==> src/rtl/seq_det_pkg.sv <==
// Shared types and helpers for the programmable serial pattern detector.
// State encodings, length-width helper and pattern-length clamp.
package seq_det_pkg;

    typedef enum logic [2:0] {
        ST_IDLE = 3'b001,
        ST_FILL = 3'b010,
        ST_HUNT = 3'b100
    } state_e;

    // Bits needed to hold a length value in the range 0..max_len.
    function automatic int len_w(input int max_len);
        return $clog2(max_len + 1);
    endfunction

    // Zero becomes 1, anything beyond max_len becomes max_len.
    function automatic int unsigned clamp_len(
        input int unsigned len,
        input int unsigned max_len
    );
        if (len == 0) begin
            return 1;
        end
        if (len > max_len) begin
            return max_len;
        end
        return len;
    endfunction

endpackage

==> src/rtl/seq_det_if.sv <==
// Configuration, serial-stream and status bundle of the detector.
// master drives stream/config, slave is the detector itself.
interface seq_det_if
    import seq_det_pkg::*;
#(
    parameter int MAX_LEN = 8,
    parameter int CNT_W   = 8
);
    localparam int LEN_W = len_w(MAX_LEN);

    logic               en;
    logic               cfg_load;
    logic [MAX_LEN-1:0] cfg_pattern;
    logic [LEN_W-1:0]   cfg_len;
    logic               cfg_overlap;
    logic               in_valid;
    logic               seq_in;
    logic               cnt_clr;
    logic               det_out;
    logic [CNT_W-1:0]   match_cnt;
    logic               busy;

    modport master (
        output en, cfg_load, cfg_pattern, cfg_len, cfg_overlap,
        output in_valid, seq_in, cnt_clr,
        input  det_out, match_cnt, busy
    );

    modport slave (
        input  en, cfg_load, cfg_pattern, cfg_len, cfg_overlap,
        input  in_valid, seq_in, cnt_clr,
        output det_out, match_cnt, busy
    );

endinterface

==> src/rtl/seq_det_sat_cnt.sv <==
// Saturating up-counter with synchronous clear.
// Clear together with increment yields a count of one.
module seq_det_sat_cnt #(
    parameter int WIDTH = 8
) (
    input  logic             clk,
    input  logic             rst,
    input  logic             inc_i,
    input  logic             clr_i,
    output logic [WIDTH-1:0] cnt_o
);

    logic [WIDTH-1:0] cnt_q;

    // Count up, stick at all-ones, clear restarts from the current increment.
    always_ff @(posedge clk or posedge rst) begin
        if (rst) begin
            cnt_q <= '0;
        end else if (clr_i) begin
            cnt_q <= WIDTH'(inc_i);
        end else if (inc_i && (cnt_q != '1)) begin
            cnt_q <= cnt_q + 1'b1;
        end
    end

    assign cnt_o = cnt_q;

endmodule

==> src/rtl/seq_detector_param.sv <==
// Runtime-programmable serial pattern detector with overlap control.
// History shift register, comparator and one-hot FSM live here.
module seq_detector_param
    import seq_det_pkg::*;
#(
    parameter int               MAX_LEN     = 8,
    parameter int               CNT_W       = 8,
    parameter logic [MAX_LEN-1:0] DEF_PATTERN = MAX_LEN'(8'b0000_0110),
    parameter int               DEF_LEN     = 3,
    parameter bit               DEF_OVERLAP = 1'b1
) (
    input logic      clk,
    input logic      rst,
    seq_det_if.slave bus
);

    localparam int LEN_W = len_w(MAX_LEN);
    localparam logic [LEN_W-1:0] RST_LEN =
        LEN_W'(clamp_len(32'(DEF_LEN), 32'(MAX_LEN)));

    state_e             state_q;
    logic [MAX_LEN-2:0] hist_q;
    logic [MAX_LEN-1:0] hist_d;
    logic [LEN_W-1:0]   fill_q;
    logic [LEN_W-1:0]   fill_d;
    logic [MAX_LEN-1:0] pat_q;
    logic [LEN_W-1:0]   len_q;
    logic               ovl_q;
    logic               det_q;
    logic [MAX_LEN-1:0] mask;
    logic [LEN_W-1:0]   len_new;
    logic               accept;
    logic               match;
    logic [CNT_W-1:0]   cnt;

    // Next history/fill for an accepted bit and the match decision.
    // Only MAX_LEN-1 old bits are kept; the newest bit completes the window.
    always_comb begin
        accept  = bus.en & bus.in_valid & ~bus.cfg_load;
        hist_d  = {hist_q, bus.seq_in};
        fill_d  = (fill_q >= len_q) ? len_q : fill_q + 1'b1;
        len_new = LEN_W'(clamp_len(32'(bus.cfg_len), 32'(MAX_LEN)));
        mask    = '0;
        for (int i = 0; i < MAX_LEN; i++) begin
            mask[i] = (LEN_W'(i) < len_q);
        end
        match = accept
              && (((hist_d ^ pat_q) & mask) == '0)
              && (fill_d >= len_q);
    end

    // FSM with config latch, history, fill and registered detect pulse.
    always_ff @(posedge clk or posedge rst) begin
        if (rst) begin
            state_q <= ST_IDLE;
            hist_q  <= '0;
            fill_q  <= '0;
            pat_q   <= DEF_PATTERN;
            len_q   <= RST_LEN;
            ovl_q   <= DEF_OVERLAP;
            det_q   <= 1'b0;
        end else if (bus.cfg_load) begin
            pat_q   <= bus.cfg_pattern;
            len_q   <= len_new;
            ovl_q   <= bus.cfg_overlap;
            hist_q  <= '0;
            fill_q  <= '0;
            det_q   <= 1'b0;
            state_q <= bus.en ? ST_FILL : ST_IDLE;
        end else if (!bus.en) begin
            state_q <= ST_IDLE;
            hist_q  <= '0;
            fill_q  <= '0;
            det_q   <= 1'b0;
        end else begin
            det_q <= match;
            if (accept) begin
                hist_q <= hist_d[MAX_LEN-2:0];
                if (match && !ovl_q) begin
                    fill_q  <= '0;
                    state_q <= ST_FILL;
                end else begin
                    fill_q  <= fill_d;
                    state_q <= (fill_d == len_q) ? ST_HUNT : ST_FILL;
                end
            end else if (state_q == ST_IDLE) begin
                state_q <= ST_FILL;
            end
        end
    end

    seq_det_sat_cnt #(
        .WIDTH (CNT_W)
    ) u_cnt (
        .clk   (clk),
        .rst   (rst),
        .inc_i (match),
        .clr_i (bus.cnt_clr),
        .cnt_o (cnt)
    );

    assign bus.det_out   = det_q;
    assign bus.match_cnt = cnt;
    assign bus.busy      = (state_q != ST_IDLE);

endmodule

==> src/flat_wrapper.sv <==
// flat-port wrapper written by rule: the top's interface ports become plain ports
module seq_detector_param_flat import seq_det_pkg::*;
#(
    parameter int               MAX_LEN     = 8,
    parameter int               CNT_W       = 8,
    parameter logic [MAX_LEN-1:0] DEF_PATTERN = MAX_LEN'(8'b0000_0110),
    parameter int               DEF_LEN     = 3,
    parameter bit               DEF_OVERLAP = 1'b1
)
  (clk, rst, bus_en, bus_cfg_load, bus_cfg_pattern, bus_cfg_len, bus_cfg_overlap, bus_in_valid, bus_seq_in, bus_cnt_clr, bus_det_out, bus_match_cnt, bus_busy);
  seq_det_if #(.MAX_LEN(MAX_LEN), .CNT_W(CNT_W)) bus_i ();
  input logic clk;
  input logic rst;
  input wire logic [$bits(bus_i.en)-1:0] bus_en;
  input wire logic [$bits(bus_i.cfg_load)-1:0] bus_cfg_load;
  input wire logic [$bits(bus_i.cfg_pattern)-1:0] bus_cfg_pattern;
  input wire logic [$bits(bus_i.cfg_len)-1:0] bus_cfg_len;
  input wire logic [$bits(bus_i.cfg_overlap)-1:0] bus_cfg_overlap;
  input wire logic [$bits(bus_i.in_valid)-1:0] bus_in_valid;
  input wire logic [$bits(bus_i.seq_in)-1:0] bus_seq_in;
  input wire logic [$bits(bus_i.cnt_clr)-1:0] bus_cnt_clr;
  output wire logic [$bits(bus_i.det_out)-1:0] bus_det_out;
  output wire logic [$bits(bus_i.match_cnt)-1:0] bus_match_cnt;
  output wire logic [$bits(bus_i.busy)-1:0] bus_busy;
  assign bus_i.en = bus_en;
  assign bus_i.cfg_load = bus_cfg_load;
  assign bus_i.cfg_pattern = bus_cfg_pattern;
  assign bus_i.cfg_len = bus_cfg_len;
  assign bus_i.cfg_overlap = bus_cfg_overlap;
  assign bus_i.in_valid = bus_in_valid;
  assign bus_i.seq_in = bus_seq_in;
  assign bus_i.cnt_clr = bus_cnt_clr;
  assign bus_det_out = bus_i.det_out;
  assign bus_match_cnt = bus_i.match_cnt;
  assign bus_busy = bus_i.busy;
  seq_detector_param #(.MAX_LEN(MAX_LEN), .CNT_W(CNT_W), .DEF_PATTERN(DEF_PATTERN), .DEF_LEN(DEF_LEN), .DEF_OVERLAP(DEF_OVERLAP)) u_core (.clk(clk), .rst(rst), .bus(bus_i));
endmodule
==> config.mk <==
export PLATFORM = sky130hd
export DESIGN_NAME = seq_detector_param_flat
export DESIGN_NICKNAME = d
export VERILOG_FILES = /design/src/rtl/seq_det_pkg.sv /design/src/rtl/seq_det_if.sv /design/src/rtl/seq_det_sat_cnt.sv /design/src/rtl/seq_detector_param.sv /design/src/flat_wrapper.sv
export SDC_FILE = /design/constraint.sdc
export NUM_CORES = 1
export LEC_CHECK = 0
export CORE_MARGIN = 2
export CORE_UTILIZATION = 53
export CTS_CLUSTER_DIAMETER = 80
export DETAILED_ROUTE_END_ITERATION = 12
export PLACE_DENSITY = 0.85
export SYNTH_ARGS = -nofsm -noshare
export SYNTH_HDL_FRONTEND = slang
export SYNTH_SLANG_ARGS = --single-unit
==> constraint.sdc <==
create_clock -name clk -period 4 [get_ports clk]
set_input_delay 1.2 -clock clk [delete_from_list [all_inputs] [get_ports clk]]
set_output_delay 1.2 -clock clk [all_outputs]
set_load 0.005 [all_outputs]
# Word-level counts from Yosys, hierarchy flattened
# Index checks and enable logic that the tools add are counted.
totals:
  register_bits: 36
  wordCells: 66
classes:
  n_addsub: 2
  n_lt_le_gt_ge: 11
  eq_ne: 6
  muxes: 26
  bitwise_logic: 5
  reduce_logical: 8
ops:
  columns: ["operator", "count"]
  rows:
  - ["2-to-1 mux 4 bit", 8]
  - ["2-to-1 mux 7 bit", 3]
  - ["2-to-1 mux 3 bit", 6]
  - ["< comparator 3 x 4 -> 1 bit, first input constant", 4]
  - ["2-to-1 mux 8 bit", 2]
  - ["adder 8 x 1 -> 8 bit, second input constant", 1]
  - ["bitwise AND 8 bit", 1]
  - [">= comparator 4 bit", 2]
  - ["zero test 8 bit", 1]
  - ["< comparator 1 x 4 -> 1 bit, first input constant", 2]
  - ["< comparator 2 x 4 -> 1 bit, first input constant", 2]
  - ["!= test 8 bit, second input constant", 1]
  - ["bitwise XOR 8 bit", 1]
  - ["2-to-1 mux 1 bit", 6]
  - ["!= test 3 x 1 -> 1 bit, second input constant", 2]
  - ["adder 4 x 1 -> 4 bit, second input constant", 1]
  - ["== test 4 bit", 1]
  - ["> comparator 4 bit, second input constant", 1]
  - ["logical AND 1 bit", 4]
  - ["zero test 4 bit", 1]
  - ["!= test 4 x 1 -> 1 bit, second input constant", 1]
  - ["== test 3 x 1 -> 1 bit, second input constant", 1]
  - ["bitwise AND 1 bit", 2]
  - ["2-to-1 mux 2 bit", 1]
  - ["other kinds (3)", 3]

# Depth between registers and ports, before layout
# Gate-level depths: netlist (run 1).
depth:
  word_depth: 10
  mapped_depth: 15

# Hierarchy
# Synthesis (run 1) repeated with hierarchy kept, for this count alone.
hier_totals:
  cells_unflattened: 185
  hier_area_um2: 2014.4
by_module_without_submodules:
  columns: ["mod", "n_inst", "cells_per_inst", "area_each_um2", "seq_area_each_um2"]
  rows:
  - ["seq_detector_param", 1, 138, 1564.0, 708.2]
  - ["seq_det_sat_cnt", 1, 47, 450.4, 200.2]

# Worst setup path before layout (run 1)
# OpenSTA, ideal clock, no wires.
synth_timing:
  path_kind: "flip-flop to flip-flop"
  from: "reg u_core.len_q[1]"
  to: "reg u_core.u_cnt.cnt_q[3] (netlist: u_core.u_cnt.cnt_o[3])"
  setup_time_ps: 78
  arrival_ps: 3058
  setup_slack_ps: 864
  path_stages_with_launch: 14
  path_buffers: 1
  path_cell_list: "dfstp_2 inv_1 ha_1 a21oi_1 o21ai_1 o21ai_0 ha_1 o21ai_0 a222oi_1 and4bb_1 nand3_2 buf_6 or3_1 a21oi_1"
synth_via:
  elab_chain_len: 7
synth_lines:
  columns: ["item", "line_no", "source"]
  rows:
  - ["start, declared", "seq_detector_param.sv:27", "logic [LEN_W-1:0] len_q;"]
  - ["start signal, assigned", "seq_detector_param.sv:64", "len_q <= len_new;"]
  - ["parallel branches: the longest is 4 deep, another holds >= comparator 4 bit", null, null]
  - ["logical AND 1 bit (*)", "seq_detector_param.sv:49", "&& (fill_d >= len_q);"]
  - ["logical AND 1 bit (*)", "seq_det_sat_cnt.sv:21", "end else if (inc_i && (cnt_q != '1)) begin"]
  - ["nonzero test 2 bit (no line) (*)", null, null]
  - ["end signal, assigned", "seq_det_sat_cnt.sv:20", "cnt_q <= WIDTH'(inc_i);"]
  - ["end signal, assigned", "seq_det_sat_cnt.sv:22", "cnt_q <= cnt_q + 1'b1;"]
  - ["end, declared", "seq_det_sat_cnt.sv:13", "logic [WIDTH-1:0] cnt_q;"]
# Every way passes the cells marked *.
# A chain may end at the register's enable or synchronous reset.

# Final worst setup path (run 1)
layout_timing:
  from: "reg u_core.len_q[3]"
  to: "reg u_core.u_cnt.cnt_q[5] (netlist: u_core.u_cnt.cnt_o[5])"
# Same word-level chain as after synthesis.

==> results of run 1 <==
flip-flops by register name, indices dropped and copies added, names as in the netlist:
register            flops
u_core.ovl_q            1
u_core.pat_q            8
u_core.len_q            4
u_core.u_cnt.cnt_o      8
u_core.fill_q           4
u_core.bus.det_out      1
u_core.hist_q           7
u_core.state_q          3
placed cells by master, fill, tap and decap left out, types with 4 or more instances in the layout:
| master | count |
|---|---|
| dfrtp_1 | 30 |
| clkdlybuf4s50_1 | 29 |
| nor2_1 | 17 |
| nand2_1 | 14 |
| o21ai_0 | 14 |
| inv_1 | 12 |
| a21oi_1 | 10 |
| mux2_2 | 10 |
| ha_1 | 10 |
| mux2i_1 | 8 |
| xnor2_1 | 6 |
| dfstp_2 | 6 |
| clkbuf_4 | 5 |
| or3_1 | 4 |
| xor2_1 | 4 |
| nand3_1 | 4 |
per-stage QoR:
| step | setup slack, ns | hold slack (ns) | area [um^2] |
|---|---|---|---|
| finish | 0.276 | 0.505 | 2340 |
| global route | 0.0611 | 0.508 | 2340 |
| CTS | 0.286 | 0.502 | 2340 |
| detailed placement | 0.371 | 0.480 | 2270 |
| global placement | 0.413 | 0.467 | 2270 |
| floorplan | 0.864 | 0.442 | 1940 |
worst min-delay path by stage:
stage | slack, ns | end | from
3_3_place_gp | 0.47 | u_core.state_q[2] | u_core.state_q[2]
4_1_cts | 0.50 | u_core.state_q[2] | u_core.state_q[2]
2_1_floorplan | 0.44 | u_core.state_q[2] | u_core.state_q[2]
3_5_place_dp | 0.48 | u_core.state_q[2] | u_core.state_q[2]
5_1_grt | 0.51 | u_core.state_q[2] | u_core.state_q[2]
6_report | 0.50 | u_core.ovl_q | u_core.ovl_q
layer usage:
layer  track usage [%]  part of all wire, %
met2              34.6                   49
met3              4.17                  3.6
met4              7.45                  1.9
met5                 0                    0
met1              26.3                   46
power groups by stage:
stage                     Clock, uW  Combinational [uW]  Sequential (uW)
after floorplan                   0                93.7              404
after global placement            0                 132              410
after detailed placement          0                 135              411
after CTS                       219                 137              405
after global routing            235                 152              407
final                           210                 136              405
cell type report:
class | count | area, um^2
Clock buffer | 7 | 65.1
Inverter | 12 | 45.0
Fill cell | 267 | 1080
Timing Repair Buffer | 32 | 313
Tap cell | 46 | 57.6
Multi-Input combinational cell | 135 | 950
Sequential cell | 36 | 908
synthesized netlist by cell type (2+ instances only):
| library cell | n |
|---|---|
| inv_1 | 12 |
| nand2_1 | 14 |
| buf_2 | 4 |
| or3_1 | 4 |
| dfstp_2 | 6 |
| xnor2_1 | 6 |
| mux2_2 | 10 |
| nor2_1 | 17 |
| nand2b_1 | 3 |
| o21ai_0 | 14 |
| a32o_1 | 3 |
| o22ai_1 | 3 |
| nand3_1 | 4 |
| and4_1 | 2 |
| nand4_1 | 2 |
| mux2i_1 | 8 |
| ha_1 | 10 |
| dfrtp_1 | 30 |
| nor2b_1 | 2 |
| xor2_1 | 4 |
| a21oi_1 | 10 |
| nor3_1 | 2 |
worst max-delay path: stages (launching register included):
cell	delay [ns]
dfrtp_1	0.53
inv_1	0.18
ha_1	0.33
nand2_1	0.05
o21ai_1	0.34
o21ai_0	0.25
ha_1	0.36
o21ai_0	0.09
a222oi_1	0.34
and4bb_1	0.28
nand3_2	0.20
or4_1	0.53
a21oi_1	0.15
logic make-up (layout without fill, tap and decap cells):
| family | Yosys count | in the layout | share of synthesized area, % |
|---|---|---|---|
| AOI/OAI and AO/OA | 40 | 40 | 12.9 |
| xor gates and xnor gates | 10 | 10 | 4.51 |
| adders and majority gates | 10 | 10 | 6.44 |
| buffers and inverters | 19 | 51 | 4.32 |
| DFF | 36 | 36 | 46.8 |
| muxes | 18 | 18 | 9.92 |
| and+or+nand+nor | 57 | 57 | 15.1 |
==> impl_metrics.ini, run 1 <==
[sta]
slew_violations = 0
setup_tns_ns = 0
post-route-min-period_ns = 3.72
skew_ns = 0.00428
relSlewSlack_pct = 56.6
hold_violations = 0
fmax_mhz = 269
setup_violations = 0
finalCritPeriodShare_pct = 93.1
grt_setup_unrepaired = no
tightest_slew_ns = 0.651

[power]
powerDensity_nw_per_um2 = 321
p_int_uw = 555
total_power_uw = 751
netSwitchingPower_uw = 196
pwr-share-comb_pct = 18.1
p_leak_uw = 0.00101
power_frac_seq_pct = 53.9
swShare_pct = 26.1
ir_drop_mv = 0.211
pwr-share-clk_pct = 28.0

[worst_setup_path]
crit_path_end = u_core.u_cnt.cnt_o[5]
critical_path_required_ns = 4.26
critPathMaxFanout = 12
r2r-end = u_core.u_cnt.cnt_o[5]
worstPathArrival_ns = 3.98
crit_type = flip-flop to flip-flop
ff2ff_setup_slack_ns = 0.28
r2r-start = u_core.len_q[3]
reg2reg_depth = 12
startpoint_type = flip-flop
end_kind = flip-flop
cp-startpoint = u_core.len_q[3]

[logic_synthesis]
synth_seq_cells = 36
synth-main-ff-cell = dfrtp_1
async_flop_share_pct = 100
synth_edf_count = 0
ys_types = 42
synth_top_area_share_pct = 38.7
synth_nets = 220
seq_area_frac_synth_pct = 46.8
synth_area_leaders = dfrtp_1 (39%), dfstp_2 (8.1%), ha_1 (6.4%)
yosys_warnings = 0
yosys.area.top_type = dfrtp_1
postSynthCellCount = 190
syn_area_um2 = 1940
syn_area_per_cell_um2 = 10.2

[outcome]
status = completed

[min_path]
hold_depth = 2
hp-class = flip-flop to flip-flop

[cts]
hold_buffers = 0
htreeDepth = 2
clock_latency_ns = 0.33
cts_resized = 0
cts_buffers = 5
cts_tree = yes
cts_buffer_depth = 2
cts_setup_buffers = 0
clk_pin_slew_ns = 0.10
clock_tree.root_cell = clkbuf_4
cts_sinks = 36

[floorplanning]
rows = 21
initial_utilization_pct = 56.8
coreArea_um2 = 3420
die_y_um = 64.5
die_area_um2 = 4160
boundaryPins = 30
dieWidth_um = 64.5

[placed_design]
dp.cells = 261
hpwl_um = 2890
port_buffers = 29
globalplace.congestion = 0.838

[run]
maxCapViolations = 0

[finish]
final_cells = 268
utilization_pct = 68.5
drive_gt1_share_pct = 13.1
num_antenna_cells = 0
nets = 252
area_growth_pct = 20.4

[global_route]
grt_pass1_vias = 1481
gr-total-overflow = 0
grt_use_total_pct = 20.6
grt_max_degree = 20
grt_pass1_wl_um = 6600
antenna_found_initial = 0

[routing]
via_per_inst = 5.70
drc = 0
ant_nets = 0
avgRoutedWirePerCell_um = 14.3
routed_wl_um = 3820
dr.pass1.iters = 4
drt_iter0_markers = 99
vias = 1527
Note: power is estimated with default switching activity, not from simulation.
==> run 2: changes to the inputs <==
--- a/config.mk
+++ b/config.mk
@@ -5,11 +5,13 @@
 export SDC_FILE = /design/constraint.sdc
 export NUM_CORES = 1
 export LEC_CHECK = 0
+export CORE_ASPECT_RATIO = 1.25
 export CORE_MARGIN = 2
-export CORE_UTILIZATION = 53
+export CORE_UTILIZATION = 67
 export CTS_CLUSTER_DIAMETER = 80
 export DETAILED_ROUTE_END_ITERATION = 12
-export PLACE_DENSITY = 0.85
+export DONT_BUFFER_PORTS = 1
+export PLACE_DENSITY = 0.89
 export SYNTH_ARGS = -nofsm -noshare
 export SYNTH_HDL_FRONTEND = slang
 export SYNTH_SLANG_ARGS = --single-unit
==> constraint.sdc (replaced) <==
create_clock -name clk -period 4.3 [get_ports clk]
set_input_delay 1.29 -clock clk [delete_from_list [all_inputs] [get_ports clk]]
set_output_delay 1.29 -clock clk [all_outputs]
set_load 0.005 [all_outputs]
==> impl_metrics.ini, run 2 (synthesized netlist as in run 1, its figures left out) <==
[worst_setup_path]
crit_type = flip-flop to flip-flop
reg2reg_depth = 12
ff2ff_setup_slack_ns = 0.73
critPathMaxFanout = 12
startpoint_type = flip-flop
critical_path_required_ns = 4.58
r2r-end = u_core.u_cnt.cnt_o[5]
r2r-start = u_core.len_q[1]
worstPathArrival_ns = 3.86
end_kind = flip-flop

[floorplanning]
die_y_um = 64.2
coreArea_um2 = 2730
dieWidth_um = 52.2
rows = 21
initial_utilization_pct = 71.1
die_area_um2 = 3350
boundaryPins = 30

[finish]
area_growth_pct = 4.51
regArea_um2 = 908
drive_gt1_share_pct = 14.1
final_cells = 226
most-common-layout-cells = dfrtp_1 (30), nor2_1 (17), nand2_1 (14), o21ai_0 (14), inv_1 (12)
nFillCells = 181
mostFrequentLayoutCell = dfrtp_1
num_antenna_cells = 0
utilization_pct = 74.3
nets = 221
multi_input_area_um2 = 950

[sta]
post-route-min-period_ns = 3.57
tightest_slew_ns = 0.460
relSlewSlack_pct = 69.0
hold_violations = 0
setup_tns_ns = 0
slew_violations = 0
grt_setup_unrepaired = no
skew_ns = 0.0181
setup_violations = 0
fin_ws_ns = 0.729
finalCritPeriodShare_pct = 83.1
fmax_mhz = 280

[cts]
hold_buffers = 0
cts_sinks = 36
clk_pin_slew_ns = 0.11
cts_tree = yes
clock_tree.root_cell = clkbuf_4
cts_buffer_depth = 2
clock_latency_ns = 0.35
htreeDepth = 2
cts_buffers = 5
cts_resized = 0
cts_setup_buffers = 0

[global_route]
antenna_found_initial = 0
gr-total-overflow = 0
grt_max_degree = 37
grt_pass1_wl_um = 6200
grt_pass1_vias = 1470
grt_use_total_pct = 25.0

[placed_design]
hpwl_um = 2790
place_ws_ns = 0.773
dp.cells = 218
globalplace.congestion = 0.845
port_buffers = 0

[power]
p_leak_uw = 0.000896
pwr-share-clk_pct = 32.5
power_frac_seq_pct = 53.3
powerDensity_nw_per_um2 = 347
pwr-share-comb_pct = 14.2
netSwitchingPower_uw = 177
p_int_uw = 528
ir_drop_mv = 0.326
swShare_pct = 25.1
total_power_uw = 705

[routing]
routed_wl_um = 3660
avgRoutedWirePerCell_um = 16.2
dr.pass1.iters = 5
vias = 1449
via_per_inst = 6.41
ant_nets = 0
drc = 0
drt_iter0_markers = 55

[outcome]
status = completed

[min_path]
hp-class = flip-flop to flip-flop
min_from = u_core.ovl_q
hold_depth = 2
whs_endpoint = u_core.ovl_q

[run]
maxCapViolations = 0
-- run 2: area by class of cell --
type	count	area share [%]
multi-input cells	135	46.8
flip-flops and latches	36	44.8
inverters	12	2.22
well taps	34	2.10
clock buffers	6	2.03
clock inverters	2	1.73
repair buffers	1	0.370
-- run 2: routing by layer --
layer  wire length [um]  global-route usage (%)
met1               1430                    26.3
met2               1940                    44.3
met3                207                    8.88
met4                 89                    9.94
met5                  0                       0
-- run 2: through the flow --
stage / instance area, um^2 / hold slack, ns
6_report: 2030 / 0.514
5_1_grt: 2030 / 0.526
4_1_cts: 2030 / 0.509
3_5_place_dp: 1950 / 0.494
3_3_place_gp: 1950 / 0.463
2_1_floorplan: 1940 / 0.442
-- run 2: critical path, stage by stage, from the launching register on --
cell and delay [ns]:
dfstp_2 0.60, inv_1 0.10, ha_1 0.28, a21oi_1 0.06, o21ai_1 0.37, o21ai_0 0.20, ha_1 0.34, o21ai_0 0.10
a222oi_1 0.33, and4bb_1 0.27, nand3_2 0.19, or4_1 0.53, a21oi_1 0.15
-- run 2: power by group through the flow --
stage	registers (uW)	clock network [uW]	logic, uW
floorplan	376	0	87.1
global placement	380	0	94.8
detailed placement	382	0	99.5
CTS	376	234	99.6
global route	379	250	113
finish	376	229	100
-- run 2: worst max path at each step --
stage,startpoint,to,slack (ns),cells past startpoint
2_1_floorplan,u_core.len_q[1],u_core.u_cnt.cnt_o[3],1.16,13
3_3_place_gp,u_core.len_q[1],u_core.u_cnt.cnt_o[5],0.89,12
3_5_place_dp,u_core.len_q[1],u_core.u_cnt.cnt_o[5],0.77,12
4_1_cts,u_core.len_q[1],u_core.u_cnt.cnt_o[5],0.76,12
5_1_grt,u_core.len_q[1],u_core.u_cnt.cnt_o[7],0.47,12
6_report,u_core.len_q[1],u_core.u_cnt.cnt_o[5],0.73,12
